$ cat src/rtl/pipelined_adder_if.sv
// Operand/result handshake bundle for pipelined_adder.
// overflow_o exists only when ADDER_OVERFLOW_EN is defined.
interface pipelined_adder_if #(
  parameter int WIDTH = 32
);
  logic             valid_i;
  logic             ready_o;
  logic [WIDTH-1:0] a_i;
  logic [WIDTH-1:0] b_i;
  logic             carry_i;
  logic             valid_o;
  logic             ready_i;
  logic [WIDTH-1:0] sum_o;
  logic             carry_o;
`ifdef ADDER_OVERFLOW_EN
  logic             overflow_o;
`endif

  modport slave (
    input  valid_i, a_i, b_i, carry_i, ready_i,
    output ready_o, valid_o, sum_o, carry_o
`ifdef ADDER_OVERFLOW_EN
    , output overflow_o
`endif
  );

  modport master (
    output valid_i, a_i, b_i, carry_i, ready_i,
    input  ready_o, valid_o, sum_o, carry_o
`ifdef ADDER_OVERFLOW_EN
    , input overflow_o
`endif
  );
endinterface

$ cat src/rtl/pipelined_adder.sv
// Carry-pipelined adder: stage k adds slice k, upper operands skewed, lower sums deskewed.
// Define ADDER_OVERFLOW_EN to add the registered signed-overflow output overflow_o.
module pipelined_adder #(
  parameter int WIDTH  = 32,
  parameter int STAGES = 4
) (
  input  logic             clk_i,
  input  logic             rstn_i,
  pipelined_adder_if.slave bus
);
  localparam int N     = (STAGES < 1) ? 1 : STAGES;
  localparam int SLICE = WIDTH / N;
  localparam int LAST  = N - 1;

  if (STAGES < 1 || (WIDTH % N) != 0) begin : g_bad_params
    $error("pipelined_adder: STAGES must be >= 1 and divide WIDTH");
  end

  function automatic logic [SLICE:0] add_slice(input logic [SLICE-1:0] a,
                                               input logic [SLICE-1:0] b,
                                               input logic             cin);
    return {1'b0, a} + {1'b0, b} + {{SLICE{1'b0}}, cin};
  endfunction

  logic [WIDTH-1:0] a_p [N];
  logic [WIDTH-1:0] b_p [N];
  logic [WIDTH-1:0] s_p [N];
  logic             c_p [N];
  logic [N-1:0]     vld_p;
`ifdef ADDER_OVERFLOW_EN
  logic             ov_p;
`endif

  logic [WIDTH-1:0] a_in  [N];
  logic [WIDTH-1:0] b_in  [N];
  logic [WIDTH-1:0] s_in  [N];
  logic [WIDTH-1:0] s_nxt [N];
  logic             c_in  [N];
  logic             c_nxt [N];
  logic [N-1:0]     vld_in;
  logic [N-1:0]     en;

  // Stage inputs: stage 0 from the bus, stage k from the register of stage k-1.
  always_comb begin
    a_in[0]   = bus.a_i;
    b_in[0]   = bus.b_i;
    s_in[0]   = '0;
    c_in[0]   = bus.carry_i;
    vld_in[0] = bus.valid_i;
    for (int k = 1; k < N; k++) begin
      a_in[k]   = a_p[k-1];
      b_in[k]   = b_p[k-1];
      s_in[k]   = s_p[k-1];
      c_in[k]   = c_p[k-1];
      vld_in[k] = vld_p[k-1];
    end
    for (int k = 0; k < N; k++) begin
      s_nxt[k] = s_in[k];
      {c_nxt[k], s_nxt[k][k*SLICE +: SLICE]} =
        add_slice(a_in[k][k*SLICE +: SLICE], b_in[k][k*SLICE +: SLICE], c_in[k]);
    end
  end

  // A stage may load when it, or any stage after it, is empty, or when the output drains.
  always_comb begin
    for (int k = 0; k < N; k++) begin
      en[k] = bus.ready_i || !(&(vld_p | ((N'(1) << k) - N'(1))));
    end
  end

  always_ff @(posedge clk_i or negedge rstn_i) begin
    if (!rstn_i) begin
      vld_p <= '0;
    end else begin
      for (int k = 0; k < N; k++) begin
        if (en[k]) vld_p[k] <= vld_in[k];
      end
    end
  end

  always_ff @(posedge clk_i) begin
    for (int k = 0; k < N; k++) begin
      if (en[k] && vld_in[k]) begin
        a_p[k] <= a_in[k];
        b_p[k] <= b_in[k];
        s_p[k] <= s_nxt[k];
        c_p[k] <= c_nxt[k];
      end
    end
`ifdef ADDER_OVERFLOW_EN
    // Carry into the MSB is recovered as a^b^sum at bit WIDTH-1.
    if (en[LAST] && vld_in[LAST]) begin
      ov_p <= a_in[LAST][WIDTH-1] ^ b_in[LAST][WIDTH-1] ^ s_nxt[LAST][WIDTH-1] ^ c_nxt[LAST];
    end
`endif
  end

  // Output stage: results read as zero whenever no transaction is held.
  assign bus.valid_o = vld_p[LAST];
  assign bus.ready_o = rstn_i && en[0];
  assign bus.sum_o   = vld_p[LAST] ? s_p[LAST] : '0;
  assign bus.carry_o = vld_p[LAST] && c_p[LAST];
`ifdef ADDER_OVERFLOW_EN
  assign bus.overflow_o = vld_p[LAST] && ov_p;
`endif
endmodule

$ cat src/flat_wrapper.sv
// flat-port wrapper written by rule: the top's interface ports become plain ports
module pipelined_adder_flat 
#(
  parameter int WIDTH  = 32,
  parameter int STAGES = 4
)
  (clk_i, rstn_i, bus_valid_i, bus_a_i, bus_b_i, bus_carry_i, bus_ready_i, bus_ready_o, bus_valid_o, bus_sum_o, bus_carry_o);
  pipelined_adder_if #(.WIDTH(WIDTH)) bus_i ();
  input  logic clk_i;
  input  logic rstn_i;
  input wire logic [$bits(bus_i.valid_i)-1:0] bus_valid_i;
  input wire logic [$bits(bus_i.a_i)-1:0] bus_a_i;
  input wire logic [$bits(bus_i.b_i)-1:0] bus_b_i;
  input wire logic [$bits(bus_i.carry_i)-1:0] bus_carry_i;
  input wire logic [$bits(bus_i.ready_i)-1:0] bus_ready_i;
  output wire logic [$bits(bus_i.ready_o)-1:0] bus_ready_o;
  output wire logic [$bits(bus_i.valid_o)-1:0] bus_valid_o;
  output wire logic [$bits(bus_i.sum_o)-1:0] bus_sum_o;
  output wire logic [$bits(bus_i.carry_o)-1:0] bus_carry_o;
  assign bus_i.valid_i = bus_valid_i;
  assign bus_i.a_i = bus_a_i;
  assign bus_i.b_i = bus_b_i;
  assign bus_i.carry_i = bus_carry_i;
  assign bus_i.ready_i = bus_ready_i;
  assign bus_ready_o = bus_i.ready_o;
  assign bus_valid_o = bus_i.valid_o;
  assign bus_sum_o = bus_i.sum_o;
  assign bus_carry_o = bus_i.carry_o;
  pipelined_adder #(.WIDTH(WIDTH), .STAGES(STAGES)) u_core (.clk_i(clk_i), .rstn_i(rstn_i), .bus(bus_i));
endmodule
$ cat config.mk
export PLATFORM = sky130hd
export DESIGN_NAME = pipelined_adder_flat
export DESIGN_NICKNAME = d
export VERILOG_FILES = /design/src/rtl/pipelined_adder_if.sv /design/src/rtl/pipelined_adder.sv /design/src/flat_wrapper.sv
export SDC_FILE = /design/constraint.sdc
export NUM_CORES = 1
export LEC_CHECK = 0
export CORE_ASPECT_RATIO = 1.4
export CORE_UTILIZATION = 40
export DETAILED_ROUTE_END_ITERATION = 8
export SLEW_MARGIN = 0
export SYNTH_ARGS = -nofsm -noshare
export SYNTH_HDL_FRONTEND = slang
export SYNTH_SLANG_ARGS = --single-unit
$ cat constraint.sdc
create_clock -name clk_i -period 3.5 [get_ports clk_i]
set_clock_uncertainty 0.2 [all_clocks]
set_input_delay 0.7 -clock clk_i [delete_from_list [all_inputs] [get_ports clk_i]]
set_output_delay 0.7 -clock clk_i [all_outputs]
set_load 0.02 [all_outputs]
## Word-level counts from Yosys, hierarchy flattened

Memory sizes are Yosys's and may differ from the RTL's.
Cells that the tools add are included.

| word-level totals | value |
|---|---|
| bits in registers | 4 |
| bits in writable memories | 388 |
| bits of input ports | 69 |
| output and inout port bits | 35 |
| word-level logic and storage cells | 42 |
| memories kept | 4 |

| cells by class | value |
|---|---|
| add/sub/neg operators | 8 |
| muxes and demuxes | 9 |
| reductions and logical operators | 17 |

Memories:

| name | depth | bits a word | read ports | clocked after Yosys merged registers in | wr ports | RTL line | text |
|---|---|---|---|---|---|---|---|
| u_core.a_p | 4 | 32 | 3 | 0 | 4 | pipelined_adder.sv:25 | `logic [WIDTH-1:0] a_p [N];` |
| u_core.b_p | 4 | 32 | 3 | 0 | 4 | pipelined_adder.sv:26 | `logic [WIDTH-1:0] b_p [N];` |
| u_core.s_p | 4 | 32 | 4 | 0 | 4 | pipelined_adder.sv:27 | `logic [WIDTH-1:0] s_p [N];` |
| u_core.c_p | 4 | 1 | 4 | 0 | 4 | pipelined_adder.sv:28 | `logic c_p [N];` |

Operators with widths:

| operator | number |
|---|---|
| adder 8 x 8 -> 9 bit | 4 |
| adder 9 x 1 -> 9 bit | 4 |
| two-way mux 32 bit | 1 |
| two-way mux 1 bit | 8 |
| logical AND 1 bit | 6 |
| logical NOT 1 bit | 4 |
| logical OR 1 bit | 4 |
| AND reduction 4 bit | 1 |
| AND reduction 3 bit | 1 |
| AND reduction 2 bit | 1 |

## Depth between registers and ports, before layout

| depth | value |
|---|---|
| word-level depth | 6 |
| mapped depth | 7 |

## Least setup slack after synthesis

Ideal clock, no wire load.

| timing | value |
|---|---|
| path type | input -> register |
| start | input port bus_ready_i |
| end | memory u_core.c_p[3] (enable) |
| setup time | 0.427 ns |
| data arrival time | 2.268 ns |
| path slack | 0.605 ns |
| cell stages on the path | 2 |
| path buffers | 0 |
| cells stage by stage | nor2b_1 -> nor2b_1 |

RTL lines:

| item | RTL line | text |
|---|---|---|
| from (decl) | flat_wrapper.sv:15 | `input wire logic [$bits(bus_i.ready_i)-1:0] bus_ready_i;` |
| to (decl) | pipelined_adder.sv:28 |  |

## Final worst setup path

| timing | value |
|---|---|
| start | input port bus_ready_i |
| end | output port bus_ready_o |

| on the way | value |
|---|---|
| longest elaborated chain between the ends | 2 |

Ends and longest elaborated chain:

| item | RTL line | text |
|---|---|---|
| logical OR 1 bit | pipelined_adder.sv:67 | `en[k] = bus.ready_i \|\| !(&(vld_p \| ((N'(1) << k) - N'(1))));` |
| logical AND 1 bit | pipelined_adder.sv:100 | `assign bus.ready_o = rstn_i && en[0];` |
| to (decl) | flat_wrapper.sv:16 | `output wire logic [$bits(bus_i.ready_o)-1:0] bus_ready_o;` |

Every way passes these cells.

==> flow_summary.yaml <==
power:
  share_seq_of_total_power: 0.510
  internal_power_mw: 4.240
  peakVddDrop_mv: 0.3846
  power_density_nw_per_um2: 621.0
  pwr-share-clk: 0.329
  p_sw_frac: 0.2478
  combinationalPowerShare: 0.162
  power_switching_mw: 1.397
  p_leak_nw: 3.207
timing:
  tightest_slew_ns: 0.9755
  relSlewSlack: 0.3497
  setup_violations: 0
  max_freq_ghz: 0.3039
  drv_slew: 0
  final.setup.tns_ns: 0
  rsz0062_at_grt: "no"
  period_share: 0.9400
  whs_ns: 0.2133
  period_minus_slack_ns: 3.290
  report.final.hold_viol_count: 0
detailed_routing:
  via_count: 3665
  drtPass1Iterations: 7
  drt.antenna.violating_nets: 0
  vias_per_cell: 4.699
  drt-wirelength-per-cell_um: 14.29
  drc_errors: 0
  drtIter0Drc: 186
  drt-total-wl_mm: 11.15
die:
  core_area_um2: 17400
  num_rows: 57
  die_area_um2: 18360
  ios: 104
  die_x_um: 114.8
  dieHeight_um: 159.9
  initial_utilization: 0.4095
setup_path:
  cp_slowest_stage_delay_ns: 0.53
  arrival_ns: 2.39
  reg2reg_from: "u_core.b_p[0][8]$_DFFE_PP_"
  worstPathRequired_ns: 2.60
  path_max_fanout: 5
  regToRegEndpoint: "u_core.c_p[1]$_DFFE_PP_"
  path_class: "primary input to primary output"
  r2r.worst_path.cells: 7
  cpMostUsedCell: "clkdlybuf4s50_1"
  start_kind: "primary input"
  cp_slowest_cell: "clkdlybuf4s50_1"
  path_cells: "clkdlybuf4s50_1, nor2b_1, nand4_1, and2_1, clkdlybuf4s50_1"
  r2r_slack_ns: 1.08
  end_kind: "primary output"
logic_synthesis:
  synth.most_common_cell: "edfxtp_1"
  yosysWarnings: 0
  synth_edf_count: 180
  syn-cell-area_um2: 7127
  synth_area_leaders: "edfxtp_1 (76%), ha_1 (4.9%), and2_1 (3.2%)"
  synth.largest_area_cell: "edfxtp_1"
  synth_common_cells: "edfxtp_1 (180), and2_1 (37), ha_1 (28)"
  synthArstFlopShare: 0.02174
  synth_top_area_frac: 0.7584
  synth_seq_cells: 184
  synth.distinct_cells: 36
  syn_area_per_cell_um2: 17.47
  synth_seq_area_share: 0.7725
  synthesis.instances: 408
  synthFlopType: "edfxtp_1"
  synth_fp_nets: 513
place:
  portBuffers: 103
  dp.cells: 748
  hpwl_mm: 7.613
  gp_congestion: 0.7621
worst_hold_path:
  whs_endpoint: "u_core.s_p[3][21]$_DFFE_PP_"
  hp-class: "register to register"
  min_from: "u_core.s_p[2][21]$_DFFE_PP_"
  whs_path_depth: 0
global_route:
  grt_overflow: 0
  grt_pass1_vias: 3842
  antenna_found_initial: 0
  grt_max_degree: 58
  grt_usage: 0.1308
  grt_first_pass_wirelength_mm: 18.00
layout:
  final_cells: 780
  antenna_cells: 0
  multi_input_area_um2: 1558
  fillCellCount: 1469
  layout.nets: 636
  area_growth_pct: 27.35
  final-seq-area_um2: 5505
  drive_above_1_share: 0.07904
clocking:
  htree_num_levels: 4
  insertion_delay_ns: 0.42
  root_buffer: "clkbuf_16"
  tritoncts: "yes"
  postCtsSetupBuffers: 0
  cts_inserted_buffers: 17
  clk_path_buf_depth: 2
  clk_pin_slew_ns: 0.07
  postCtsHoldBufs: 0
  ctsResizeCount: 0
  clkSinkCount: 184
outcome:
  status: "finished, final reports clean"
run:
  drv_cap: 0
-- cell families (layout without fill, tap and decap cells) --
family | after synthesis | count (layout) | synth area share
AND/OR/NAND/NOR | 94 | 94 | 0.07251
XOR/XNOR | 16 | 16 | 0.01966
AO/OA/AOI/OAI | 56 | 56 | 0.05039
adder cells (fa/ha/maj) | 36 | 36 | 0.07163
flip-flops | 184 | 184 | 0.7725
multiplexers | 2 | 2 | 0.002809
buffers and inverters | 20 | 156 | 0.01053
-- power by group through the flow --
stage	sequential (mW)	clock (mW)	combinational, mW
final	2.87	1.85	0.911
after global routing	2.90	1.99	0.997
after CTS	2.88	1.91	0.922
after detailed placement	2.93	0	0.920
after global placement	2.91	0	0.892
after floorplan	2.90	0	0.546
-- area by class of cell --
type,instances,area share
tap,236,0.03253
sequential,184,0.6066
timing repair buffer,107,0.1183
clock inverter,14,0.01668
inverter,17,0.007031
multi-input combinational,204,0.1716
clock buffer,18,0.04728
-- critical path: cells and delay by family --
| kind | cells | cell delay (ns) |
|---|---|---|
| buf+inv | 2 | 0.93 |
| simple gates | 3 | 0.76 |
-- metal layers --
layer	up-vias	track usage	wire length [µm]
met1	1778	0.1403	4354
li1	1791	-	-
met3	7	0.03491	441
met5	-	0	0
met4	0	0.04841	110
met2	89	0.2416	6239
-- how the worst max path moves through the flow --
stage                     start                       to  slack (ns)  cells after the start
floorplan           bus_ready_i  u_core.c_p[3]$_DFFE_PP_        0.61                      2
global placement    bus_ready_i              bus_ready_o        0.29                      5
detailed placement  bus_ready_i              bus_ready_o        0.20                      5
CTS                 bus_ready_i              bus_ready_o        0.19                      5
global route        bus_ready_i              bus_ready_o        0.11                      5
finish              bus_ready_i              bus_ready_o        0.21                      5
-- state kept, by name (all words and copies together), names as in the netlist --
signal / cells
u_core.vld_p: 4
u_core.s_p: 80
u_core.b_p: 48
u_core.c_p: 4
u_core.a_p: 48
-- cell usage in the layout, fill, tap and decap left out, drive strengths merged, types with 3 or more instances in the layout --
cell type,synthesis,routed
and2,37,37
nor2b,8,8
nor2,12,12
clkdlybuf4s50,0,103
nor4,4,4
nand2,11,11
nand3,5,5
edfxtp,180,180
o21ai,11,11
clkinvlp,0,4
o21a,4,4
fa,8,8
xnor2,12,12
buf,0,4
nand2b,3,3
o21bai,3,3
inv,17,26
nor3,10,10
ha,28,28
a21oi,23,23
dfrtp,4,4
clkbuf,3,18
xor2,4,4
-- metrics by stage --
| stage | power (mW) | utilization | worst slack [ns] | area [µm²] |
|---|---|---|---|---|
| 2_1_floorplan | 3.450 | - | 0.6051 | 7127 |
| 3_3_place_gp | 3.802 | 0.4882 | 0.2934 | 8496 |
| 3_5_place_dp | 3.845 | 0.4882 | 0.1956 | 8496 |
| 4_1_cts | 5.709 | 0.5216 | 0.1923 | 9076 |
| 5_1_grt | 5.887 | 0.5216 | 0.1148 | 9076 |
| 6_report | 5.637 | 0.5216 | 0.2099 | 9076 |
Note: power is estimated with default switching activity, not from simulation.
